$ cat src/rtl/vend_unit.sv
// Vending-machine core: coin accumulation, price check, dispense and change/refund sequencing.
// Optional build macro VEND_CHANGE_EN: when defined, a purchase returns credit minus price as change.
module vend_unit #(
    parameter int W       = 8,
    parameter int N_ITEMS = 4,
    localparam int SW     = (N_ITEMS > 1) ? $clog2(N_ITEMS) : 1
) (
    input  logic                 clk_i,
    input  logic                 rst_ni,
    input  logic                 coin_valid_i,
    input  logic [W-1:0]         coin_value_i,
    input  logic                 sel_valid_i,
    input  logic [SW-1:0]        sel_i,
    input  logic                 cancel_i,
    input  logic [N_ITEMS*W-1:0] price_i,
    output logic [W-1:0]         credit_o,
    output logic                 busy_o,
    output logic                 coin_reject_o,
    output logic                 short_o,
    output logic                 dispense_o,
    output logic [SW-1:0]        item_o,
    output logic                 change_valid_o,
    output logic [W-1:0]         change_o
);

    typedef enum logic [1:0] {
        S_IDLE     = 2'd0,
        S_COLLECT  = 2'd1,
        S_DISPENSE = 2'd2,
        S_RETURN   = 2'd3
    } state_t;

    state_t          state_r;
    state_t          state_s;
    logic [W-1:0]    credit_r;
    logic [W-1:0]    credit_s;
    logic [W-1:0]    change_r;
    logic [W-1:0]    change_s;
    logic [W:0]      sum_s;
    logic [W-1:0]    price_s;
    logic            sel_ok_s;
    logic            busy_s;
    logic            coin_reject_s;
    logic            short_s;
    logic            dispense_s;
    logic [SW-1:0]   item_s;
    logic            change_valid_s;
    logic [W-1:0]    change_out_s;

    assign credit_o = credit_r;

    // Price lookup for the selected item; out-of-range indices leave sel_ok_s low.
    always_comb begin
        price_s  = '0;
        sel_ok_s = 1'b0;
        for (int k = 0; k < N_ITEMS; k++) begin
            price_s  = (sel_i == SW'(k)) ? price_i[k*W +: W] : price_s;
            sel_ok_s = sel_ok_s | (sel_i == SW'(k));
        end
    end

    // One extra bit catches credit overflow on a coin insert.
    always_comb begin
        sum_s = {1'b0, credit_r} + {1'b0, coin_value_i};
    end

    // Next-state and next-output logic; pulse outputs are registered from these.
    always_comb begin
        state_s        = state_r;
        credit_s       = credit_r;
        change_s       = change_r;
        coin_reject_s  = 1'b0;
        short_s        = 1'b0;
        dispense_s     = 1'b0;
        item_s         = '0;
        change_valid_s = 1'b0;
        change_out_s   = '0;
        case (state_r)
            S_IDLE, S_COLLECT: begin
                if (cancel_i && (state_r == S_COLLECT)) begin
                    state_s        = S_RETURN;
                    change_valid_s = 1'b1;
                    change_out_s   = credit_r;
                    coin_reject_s  = coin_valid_i;
                end else if (sel_valid_i) begin
                    // Selection is judged on pre-coin credit; a concurrent coin is bounced.
                    coin_reject_s = coin_valid_i;
                    if (!sel_ok_s || (credit_r < price_s)) begin
                        short_s = 1'b1;
                    end else begin
                        state_s    = S_DISPENSE;
                        dispense_s = 1'b1;
                        item_s     = sel_i;
`ifdef VEND_CHANGE_EN
                        change_s   = credit_r - price_s;
`else
                        change_s   = '0;
`endif
                    end
                end else if (coin_valid_i) begin
                    if (sum_s[W]) begin
                        coin_reject_s = 1'b1;
                    end else if (coin_value_i != '0) begin
                        credit_s = sum_s[W-1:0];
                        state_s  = S_COLLECT;
                    end else begin
                        credit_s = credit_r;
                    end
                end else begin
                    state_s = state_r;
                end
            end
            S_DISPENSE: begin
                state_s        = S_RETURN;
                coin_reject_s  = coin_valid_i;
                change_valid_s = (change_r != '0);
                change_out_s   = change_r;
            end
            S_RETURN: begin
                state_s       = S_IDLE;
                credit_s      = '0;
                change_s      = '0;
                coin_reject_s = coin_valid_i;
            end
            default: begin
                state_s  = S_IDLE;
                credit_s = '0;
                change_s = '0;
            end
        endcase
        busy_s = (state_s == S_DISPENSE) || (state_s == S_RETURN);
    end

    // State, credit and registered outputs.
    always_ff @(posedge clk_i or negedge rst_ni) begin
        if (!rst_ni) begin
            state_r        <= S_IDLE;
            credit_r       <= '0;
            change_r       <= '0;
            busy_o         <= 1'b0;
            coin_reject_o  <= 1'b0;
            short_o        <= 1'b0;
            dispense_o     <= 1'b0;
            item_o         <= '0;
            change_valid_o <= 1'b0;
            change_o       <= '0;
        end else begin
            state_r        <= state_s;
            credit_r       <= credit_s;
            change_r       <= change_s;
            busy_o         <= busy_s;
            coin_reject_o  <= coin_reject_s;
            short_o        <= short_s;
            dispense_o     <= dispense_s;
            item_o         <= item_s;
            change_valid_o <= change_valid_s;
            change_o       <= change_out_s;
        end
    end

endmodule

$ cat config.mk
export PLATFORM = sky130hd
export DESIGN_NAME = vend_unit
export DESIGN_NICKNAME = d
export VERILOG_FILES = /design/src/rtl/vend_unit.sv
export SDC_FILE = /design/constraint.sdc
export NUM_CORES = 1
export LEC_CHECK = 0
export ABC_AREA = 1
export CAP_MARGIN = 20
export CORE_ASPECT_RATIO = 1.75
export CORE_MARGIN = 8
export CORE_UTILIZATION = 45
export DETAILED_ROUTE_END_ITERATION = 16
export PLACE_DENSITY = 0.93
export SYNTH_ARGS = -nofsm -noshare
export SYNTH_HDL_FRONTEND = slang
export SYNTH_SLANG_ARGS = --single-unit
$ cat constraint.sdc
create_clock -name clk_i -period 5.23 [get_ports clk_i]
set_input_delay 1.3075 -clock clk_i [delete_from_list [all_inputs] [get_ports clk_i]]
set_output_delay 1.3075 -clock clk_i [all_outputs]
set_load 0.03 [all_outputs]
Word level (Yosys, flattened, before mapping):

Index checks and enable logic that the tools add are counted.

* bits in registers: 33
* bits in latches: 0
* memory bits (writable): 0
* ROM bits: 0
* logic and storage cells: 85
* memories: 0

* add/subtract/negate cells: 1
* multipliers: 0
* divide/modulo/power cells: 0
* $lt $le $gt $ge: 1
* eq/ne operators: 15
* shift operators: 0
* multiplexer cells: 42
* bitwise gates (word level): 3
* reduce and logical (&&, ||, !) cells: 13

Operator list (count)
* $mux W8: 13
* $pmux W8 S2: 3
* $mux W2: 10
* $reduce_bool A8 Y1: 2
* $ne A2 B2 Y1 const B: 7
* $mux W1: 13
* $eq A2 B2 Y1 const B: 6
* $add A8 B8 Y9: 1
* $lt A8 B8 Y1: 1
* $pmux W2 S3: 1
* $reduce_and A6 Y1: 1
* $eq A2 B1 Y1 const B: 2
* $logic_not A2 Y1: 2
* $pmux W1 S2: 2
* $reduce_and A4 Y1: 1
* $reduce_or A2 Y1: 2
* $or A1 B1 Y1: 3
* $logic_or A1 B1 Y1: 2
* $reduce_bool A2 Y1: 1
* $logic_and A1 B1 Y1: 1
* $logic_not A1 Y1: 1

Logic depth before layout (Yosys ltp):

Gate-level depths: netlist (run 1).

* depth after elaboration: 13
* gate-level depth with buffers: 15
* mapped depth without buffers: 15

Least setup slack after synthesis (run 1):

No wires, ideal clock.

* path kind: input to register
* from: input sel_i[0]
* to: register busy_o
* library setup time: 116 ps
* arrival time: 2858 ps
* slack: 2256 ps
* cell stages on the path: 12
* path through: inv_1 > nor2_1 > a22o_1 > a21oi_1 > a21boi_0 > ha_1 > a21oi_1 > nor2_1 > a211oi_1 > nand3_1 > nand3_1 > inv_1

* longest elaborated chain between the ends: 13
* elaborated cells between the ends (all ways): 21
* classes of those cells: 1 x order compare; 5 x eq/ne; 8 x mux; 3 x bitwise; 4 x reduce/logical

RTL lines
* start, declared: line 13 `input logic [SW-1:0] sel_i,`
* $logic_not A2 Y1: line 57, 58
* $mux W8 (4 in a row): line 57 `price_s = (sel_i == SW'(k)) ? price_i[k*W +: W] : price_s;`
* $lt A8 B8 Y1: line 88 `if (!sel_ok_s || (credit_r < price_s)) begin`
* $logic_or A1 B1 Y1 (*): line 88
* $mux W2 (*): line 88
* $mux W2 (*): line 85 `end else if (sel_valid_i) begin`
* $mux W2 (*): line 80 `if (cancel_i && (state_r == S_COLLECT)) begin`
* $pmux W2 S3 (*): line 78 `case (state_r)`
* $eq A2 B2 Y1: line 131 `busy_s = (state_s == S_DISPENSE) || (state_s == S_RETURN);`
* $logic_or A1 B1 Y1 (*): line 131
* named net busy_s: line 42 `logic busy_s;`
* end signal, assigned: line 151 `busy_o <= busy_s;`
* end, declared: line 17 `output logic busy_o,`

The timed path passes the listed nets; every way through them passes the cells marked *.
A chain may end at the register's enable or synchronous reset.

Worst setup path after layout (run 1):

* from: input sel_i[0]
* to: register state_r[1]

* longest elaborated chain between the ends: 11
* elaborated cells between the ends (all ways): 18
* classes of those cells: 1 x order compare; 3 x eq/ne; 8 x mux; 3 x bitwise; 3 x reduce/logical

RTL lines
* $logic_not A2 Y1: line 57, 58
* $mux W8 (4 in a row): line 57
* $lt A8 B8 Y1: line 88
* $logic_or A1 B1 Y1 (*): line 88
* $mux W2 (*): line 88
* $mux W2 (*): line 85
* $mux W2 (*): line 80
* $pmux W2 S3 (*): line 78
* named net state_s[1]: line 34 `state_t state_s;`
* end signal, assigned: line 148 `state_r <= state_s;`
* end, declared: line 33 `state_t state_r;`

Marks and branches as above.

==> summary by stage, run 1 <==
Setup path
The cell with the biggest individual delay on the critical path is clkdlybuf4s50_1. The critical path arrival is 3.84 ns. The setup slack of the most critical reg-to-reg path is 3.11 ns. The signal on the critical path passes through clkdlybuf4s50_1, inv_1, nor2_1, a22o_1, a21oi_1, a21boi_0, ha_1, a21oi_1, nor2_1, a211oi_1, nand3_1, nand3_1, inv_1. The start-to-end type of the worst setup path is in -> reg.

STA classifies the critical path endpoint as a flip-flop. The largest single stage delay on the critical path is 0.56 ns. The data required time of the worst path is 5.40 ns. Along the worst path, the maximum fanout reaches 7. The worst setup path is launched from a primary input.

Synthesis
The number of warnings printed during yosys synthesis is 0. The synthesized instance count is 190. The synthesized area per cell is 8.26 um^2. After synthesis the cells add up to 0.00157 mm^2. The number of library cell types mapped by synthesis is 25. In this run, synthesis produced a sequential element count of 25. The share of the Yosys chip area taken by registers is 39.8%. The number of nets in the synthesized netlist is 253.

Outcome
The flow ran to the end, and the final reports show no timing, DRC or antenna violations.

Global route
The global routing usage on met2 is 35.8%. The pin count of the biggest net entering global routing is 26. The total overflow reported by the global router is 0. The met1 layer usage reported by global route is 17.4%. The via count of the first global-routing pass was 1,770. The global-route wire length before repair is 8.08 mm. The total routing usage reported by global routing is 18.5%.

The layer with the highest usage after global routing is met2. The number of antenna violations at the first check in global routing is 0. The fraction of met3 tracks used by global routing is 3.70%.

Placement
The total placed instance area is 0.00232 mm^2. Before CTS, the worst setup slack after placement is 1.34 ns. Input and output buffers added on the ports amount to 69. The routability congestion estimate from global placement is 0.856. The HPWL after detailed placement is 4.34 mm.

Clocking
The TritonCTS clock tree is built. The number of setup buffers added after CTS is 0. Clock latency on the worst-skew pair, taken at its later pin, is 0.27 ns. The clock input transition at the sequential cells of the worst setup and hold paths is 0.09 ns. The total of cells resized after clock tree synthesis is 0. The number of levels in the clock H-tree is 1. The cell chosen for the clock root is clkbuf_8. Counting the buffers created by CTS gives 3. The clock tree buffer depth is 2.

The number of hold buffers added after cts is 0. For this design, the sink count on the clock tree is 25.

Floorplan
70 I/O pins were placed. The width of the chip is 60.7 um. The placeable core area is 0.00336 mm^2.

The initial standard-cell utilization of the core is 46.7%. The cell row count is 28. The vertical die dimension is 94.1 um. The die covers 0.00571 mm^2.

Timing
Setup repair after global routing left no endpoint under its margin. Of the available clock period, the critical path in the final layout requires 70.3%. The max-slew violation count is 0. The summed negative setup slack over all endpoints is 0 ns. Final hold analysis gives a worst-case slack of 0.605 ns.

Across all setup checks in the final design, the least slack found is 1.56 ns. The final number of hold-violating endpoints is 0. The final setup violation count is 0. The largest clock skew in the final design is 0.00328 ns.

In this run the tightest slew margin relative to its limit is 61.3%. For the pin with the worst max-slew slack, the measured transition is 0.573 ns. The worst path in the final design needs a cycle of 3.67 ns, including I/O delays and setup. The achievable clock frequency is 272 MHz.

Detailed routing
The detailed-router iteration count before antenna repair is 4. In this run, the number of DRC markers left after iteration 0 of detailed routing was 59. The routed wire length per instance is 17.0 um. For this block, the routed nets add up to 5.26 mm of wire. The total number of vias is 1,673. The via count normalized by instance count is 5.41.

The remaining antenna violation count is 0. The detailed-route DRC error count is 0.

Layout
The final instance area is 0.00238 mm^2. The repair_antennas step left the layout with diodes totalling 0. The filler cells instantiated in the layout total 268.

The share of layout cells above drive strength 1 is 4.17%. Leaving out fill and tap cells, the most frequent cell in the layout is clkdlybuf4s50_1. The sequential cell area is 626 um^2. In the layout the commonest cells are clkdlybuf4s50_1 (69), nor2_1 (31), nand2_1 (30), dfrtp_1 (25), inv_1 (24). The multi-input combinational cells in the finished layout cover a total of 851 um^2.

In the final design database the tool counted 328 nets. The area added between synthesis and finish is 51.5%.

Pwr
The power density over cell area is 397 mW/mm^2. The worst-case IR drop observed on VDD is 0.293 mV. The static leakage is 1.13 nW.

Summing internal, switching and leakage power gives 0.943 mW.

Hold path
The classification of the worst-slack hold path is reg -> reg.

Run
Max-cap violations in this run came to 0.
-- through the flow --
step | instances | util, %
3_5_place_dp | 304 | 68.9
2_1_floorplan | 190 | -
6_report | 309 | 70.7
5_1_grt | 309 | 70.7
3_3_place_gp | 304 | 68.9
4_1_cts | 308 | 70.3
-- kinds of logic after synthesis --
logic type                 synth area share (%)
and+or+nand+nor                            20.1
buffers and inverters                      5.98
DFF                                        39.8
AOI/OAI and AO/OA                          17.5
adders and majority gates                  13.2
xor gates and xnor gates                   3.35
-- where the power goes --
group	internal, mW	switching (mW)
sequential	0.243	0.0495
clock	0.0532	0.0606
combinational	0.221	0.316
-- layer usage --
layer	vias up	wire length (um)	part of all wire [%]
li1	796	-	-
met3	9	374	7.1
met4	0	124	2.4
met5	-	0	0
met1	796	1900	36
met2	72	2860	54
-- synthesized netlist by cell type --
library cell  count  share of area (%)
nor4_1            1               0.40
a211oi_1          1               0.48
xor2_1            3                1.7
o311ai_0          1               0.56
fa_1              1                1.3
xnor2_1           3                1.7
dfrtp_1          25                 40
nand3_1           5                1.6
nor3_2            1               0.64
a21boi_0          4                1.9
o21ai_1           2               0.64
nor2_1           31                7.4
nand2_2           3                1.2
a21oi_1          15                4.8
o211ai_2          1               0.80
nand2_1          30                7.2
a221oi_1          3                1.7
or2_0             1               0.40
o22ai_1           6                2.4
ha_1             15                 12
a22o_1            6                3.3
o21ai_0           3               0.96
inv_2             1               0.24
inv_1            24                5.7
nor3_1            4                1.3
-- registers in the layout, indices dropped and copies added (netlist names) --
register	cells
change_o	8
coin_reject_o	1
busy_o	1
credit_o	8
item_o	2
change_valid_o	1
state_r	2
dispense_o	1
short_o	1
-- worst paths after layout --
kind                                   from              to  cells after the start
min in group asynchronous            rst_ni     change_o[5]                      1
worst min register to register   state_r[1]  change_valid_o                      1
max in group asynchronous            rst_ni     credit_o[5]                      2
worst max register to register  credit_o[0]     credit_o[5]                     10
worst max-delay path               sel_i[0]      state_r[1]                     13
worst min-delay path             state_r[1]  change_valid_o                      1
-- critical path, delay by kind of cell --
| family | cells | cell delay [ns] |
|---|---|---|
| simple gates | 4 | 0.72 |
| fa+ha+maj | 1 | 0.30 |
| buf+inv | 3 | 0.73 |
| compound gates | 5 | 0.78 |
-- cell type report --
cell class | instances | share of cell area (%)
clock inverters | 1 | 0.210
inverters | 25 | 3.95
repair buffers | 70 | 29.7
clock buffers | 3 | 1.74
flip-flops and latches | 25 | 26.3
well taps | 45 | 2.37
multi-input cells | 140 | 35.8
(Power assumes the default switching activity.)
==> run 2, diff against run 1 <==
- CORE_UTILIZATION: 45 -> 38
- PLACE_DENSITY: 0.93 -> 0.85
- clock period: 5.23 -> 3.1 ns (I/O delays scaled with it)
==> run 2 against run 1 <==
Against the previous run: cell count is 2.9% higher; clock skew is 0.0058 ns higher; design area is 1.6% higher; flip-flop and latch count stayed put; largest power group unchanged.
==> summary by stage, run 2 (synthesis gave the netlist of run 1 again) <==
Outcome
The flow ran to the end, and the final reports show no timing, DRC or antenna violations.

Pwr
The internal power summed over all cells is 0.875 mW (+69%). The clock group share of total power is 12.9% (+0.8 points). The switching portion of total power is 44.2% (-1.0 points). The maximum resistive drop on vdd is 0.343 mV (+17%). The power density over cell area is 649 mW/mm^2 (+64%). The total power was 1.57 mW (+66%). The combinational group share of total power is 56.2% (-0.7 points). The static leakage is 1.15 nW (+1.6%). The portion of total power attributed to sequential cells is 31.0% (about the same). The switching component of the power is 0.693 mW (+62%).

Layout
The number of filler cells placed in the layout is 358 (+34%). The final instance area is 0.00242 mm^2 (+1.6%). The most common cell after layout, fill and taps aside is clkdlybuf4s50_1.

The sequential cell area is 626 um^2 (unchanged). The area occupied by multi-input gates was 851 um^2 (unchanged). The net total in the final layout is 333 (+1.5%). The share of layout cells above drive strength 1 is 5.95% (+1.8 points). Compared with the post-synthesis result, the final layout area differs by 53.9%. The count of placed standard cells in the final layout, fillers left out came to 318 (+2.9%). The diode insertion count for antenna repair was 0 (unchanged). In the layout the commonest cells are clkdlybuf4s50_1 (69), nor2_1 (31), nand2_1 (30), dfrtp_1 (25), inv_1 (24).

Hold path
The classification of the worst-slack hold path is reg -> reg. The start point of the worst hold path is state_r[0]. The cell depth of the worst min-delay path is 2 (+1). The capture endpoint of the worst hold path is state_r[0].

Clocking
The clock sink count is 25 (unchanged). CTS placed an instance of clkbuf_8 at the clock tree root. The clock latency at the later pin of the worst-skew pair was 0.28 ns (about the same).

The total of cells resized after clock tree synthesis came to 0 (unchanged). The clock input transition at the sequential cells of the worst setup and hold paths is 0.10 ns (about the same). The number of buffers added by the clock tree synthesis step is 3 (unchanged). The number of setup buffers added after CTS was 0 (unchanged). The number of hold buffers added after cts came to 0 (unchanged). TritonCTS built the clock tree. The clock tree buffer depth is 2 (unchanged).

The number of levels in the clock H-tree came to 1 (unchanged).

Timing
The setup slack of the critical path after layout was 0.222 ns (-1.33 ns). The final hold slack came to 0.588 ns (-0.0169 ns). The final setup violation count was 0 (unchanged). The final critical-path share of the clock period is 92.8%. Counting I/O delays and the setup requirement, the final critical path takes 2.88 ns.

Setup repair after global routing left no endpoint under its margin. The tightest slew margin relative to the limit is 73.3% (+12 points). The final number of hold-violating endpoints is 0 (unchanged). The achievable clock frequency is 347 MHz. The largest clock skew in the final design was 0.00905 ns (+0.00577 ns). The slew at the pin closest to its max-slew limit is 0.399 ns (-0.174 ns). The max-slew violation count came to 0 (unchanged).

Detailed routing
The detailed-route DRC error count came to 0 (unchanged). The routed wire length per instance is 15.2 um (-11%). The total number of vias came to 1,601 (-4.3%). The via count normalized by instance count was 5.03 (-7.0%). The number of DRC markers in iteration 0 was 87 (+47%).

The detailed-router iteration count before antenna repair is 4 (unchanged). The wire length after detailed routing is 4.82 mm (-8.4%). The remaining antenna violation count is 0 (unchanged).

Setup path
The number of cells on the worst reg-to-reg path is 10 (unchanged). The reg-to-reg endpoint is credit_o[5]. The total buffers and inverters traversed by the critical path is 2 (-1). The type of origin of the critical path is a primary input. The maximum fanout along the worst path came to 6 (-1). The setup slack of the most critical reg-to-reg path is 0.98 ns (-2.13 ns).

The worst setup path is captured at a flip-flop. The start-to-end type of the worst setup path is in -> reg. The data required time of the worst path was 3.28 ns (-2.12 ns).

The cell with the biggest individual delay on the critical path is clkdlybuf4s50_1. The delay of the slowest critical-path stage is 0.49 ns (-0.07 ns). Traced cell by cell, the critical path runs through clkdlybuf4s50_1, nor2_1, a22o_1, a21oi_1, a21boi_0, ha_1, a21oi_1, nor2_1, a211oi_1, nand3_1, nand3_1, inv_1.

The worst flop-to-flop path startpoint is credit_o[0]. The critical path arrival came to 3.06 ns (-0.78 ns). The cell family contributing the most delay on the critical path is compound AO/OA/AOI/OAI gates.

Global route
The via count of the first global-routing pass is 1,668 (-5.8%). The layer with the highest usage after global routing is met2. The total overflow reported by the global router is 0 (unchanged). The global-route wire length before repair is 8.03 mm (-0.59%). The total routing usage reported by global routing came to 15.3% (-3.2 points).

The fraction of met3 tracks used by global routing is 2.00% (-1.7 points). The met1 layer usage reported by global route is 16.0% (-1.4 points). The pin count of the biggest net entering global routing is 26 (unchanged). The number of antenna violations at the first check in global routing was 0 (unchanged). The global routing usage on met2 is 28.7% (-7.1 points).

Placement
The total placed instance area is 0.00237 mm^2 (+2.2%). The routability congestion estimate from global placement was 0.945 (+10%). The total placed cells including tap cells is 314 (+3.3%). The HPWL after detailed placement is 4.10 mm (-5.6%). The number of buffers inserted by port buffering is 69 (unchanged). The post-placement worst setup slack was -0.0723 ns (-1.41 ns).

Run
The number of maximum-capacitance constraint violations came to 0 (unchanged).

Floorplan
The width of the chip is 64.6 um (+6.5%). The initial standard-cell utilization of the core is 38.6% (-8.1 points). The placeable core area is 0.00407 mm^2 (+21%). The cell row count is 31 (+11%). The vertical die dimension was 101 um (+7.3%). The total die area was 0.00653 mm^2 (+14%).

The number of top-level design ports is 70 (unchanged).
-- run 2: cell types whose count changed in the layout (fill, tap and decap cells not counted) --
cell and delta:
clkinv_2 -1, buf_4 +6, clkinvlp_4 +1, buf_8 -1
-- run 2: cell type report --
type | instances | share of cell area [%]
Tap cell | 49 | 2.54
Clock inverter | 1 | 0.311
Timing Repair Buffer | 75 | 30.5
Multi-Input combinational cell | 140 | 35.2
Clock buffer | 3 | 1.71
Sequential cell | 25 | 25.9
Inverter | 25 | 3.88
-- run 2: worst max path at each step --
stage	startpoint	endpoint	slack [ns]	cells past startpoint
floorplan	sel_i[0]	busy_o	0.66	12
global placement	sel_i[1]	busy_o	0.007	12
detailed placement	sel_i[1]	state_r[1]	-0.07	12
CTS	sel_i[1]	busy_o	0.23	12
global route	sel_i[0]	state_r[0]	0.03	13
finish	sel_i[1]	state_r[1]	0.22	12
-- run 2: through the flow --
stage	setup TNS (ns)	utilization, %
2_1_floorplan	0	-
3_3_place_gp	0	58.1
3_5_place_dp	-0.223	58.1
4_1_cts	0	59.3
5_1_grt	0	59.3
6_report	0	59.3
-- run 2: power groups by stage --
| stage | registers, mW | clock network [mW] | logic [mW] |
|---|---|---|---|
| finish | 0.485 | 0.202 | 0.881 |
| CTS | 0.486 | 0.203 | 0.887 |
| detailed placement | 0.491 | 0 | 0.884 |
| floorplan | 0.619 | 0 | 0.420 |
| global route | 0.499 | 0.212 | 0.970 |
| global placement | 0.493 | 0 | 0.863 |
-- run 2: worst register-to-register path: stages (launching register included) --
cell and delay (ns):
dfrtp_1 0.43, ha_1 0.23, fa_1 0.41, nand3_1 0.09
nand2_1 0.10, nand2_1 0.10, o211ai_2 0.11, nand2_1 0.10
nand2_2 0.13, nand2_2 0.21, o22ai_1 0.10
-- run 2: metal layers --
layer  vias up  wire, um
met3         9       243
met2        61      2630
met5         -         0
met1       729      1810
met4         0       138
li1        802         -
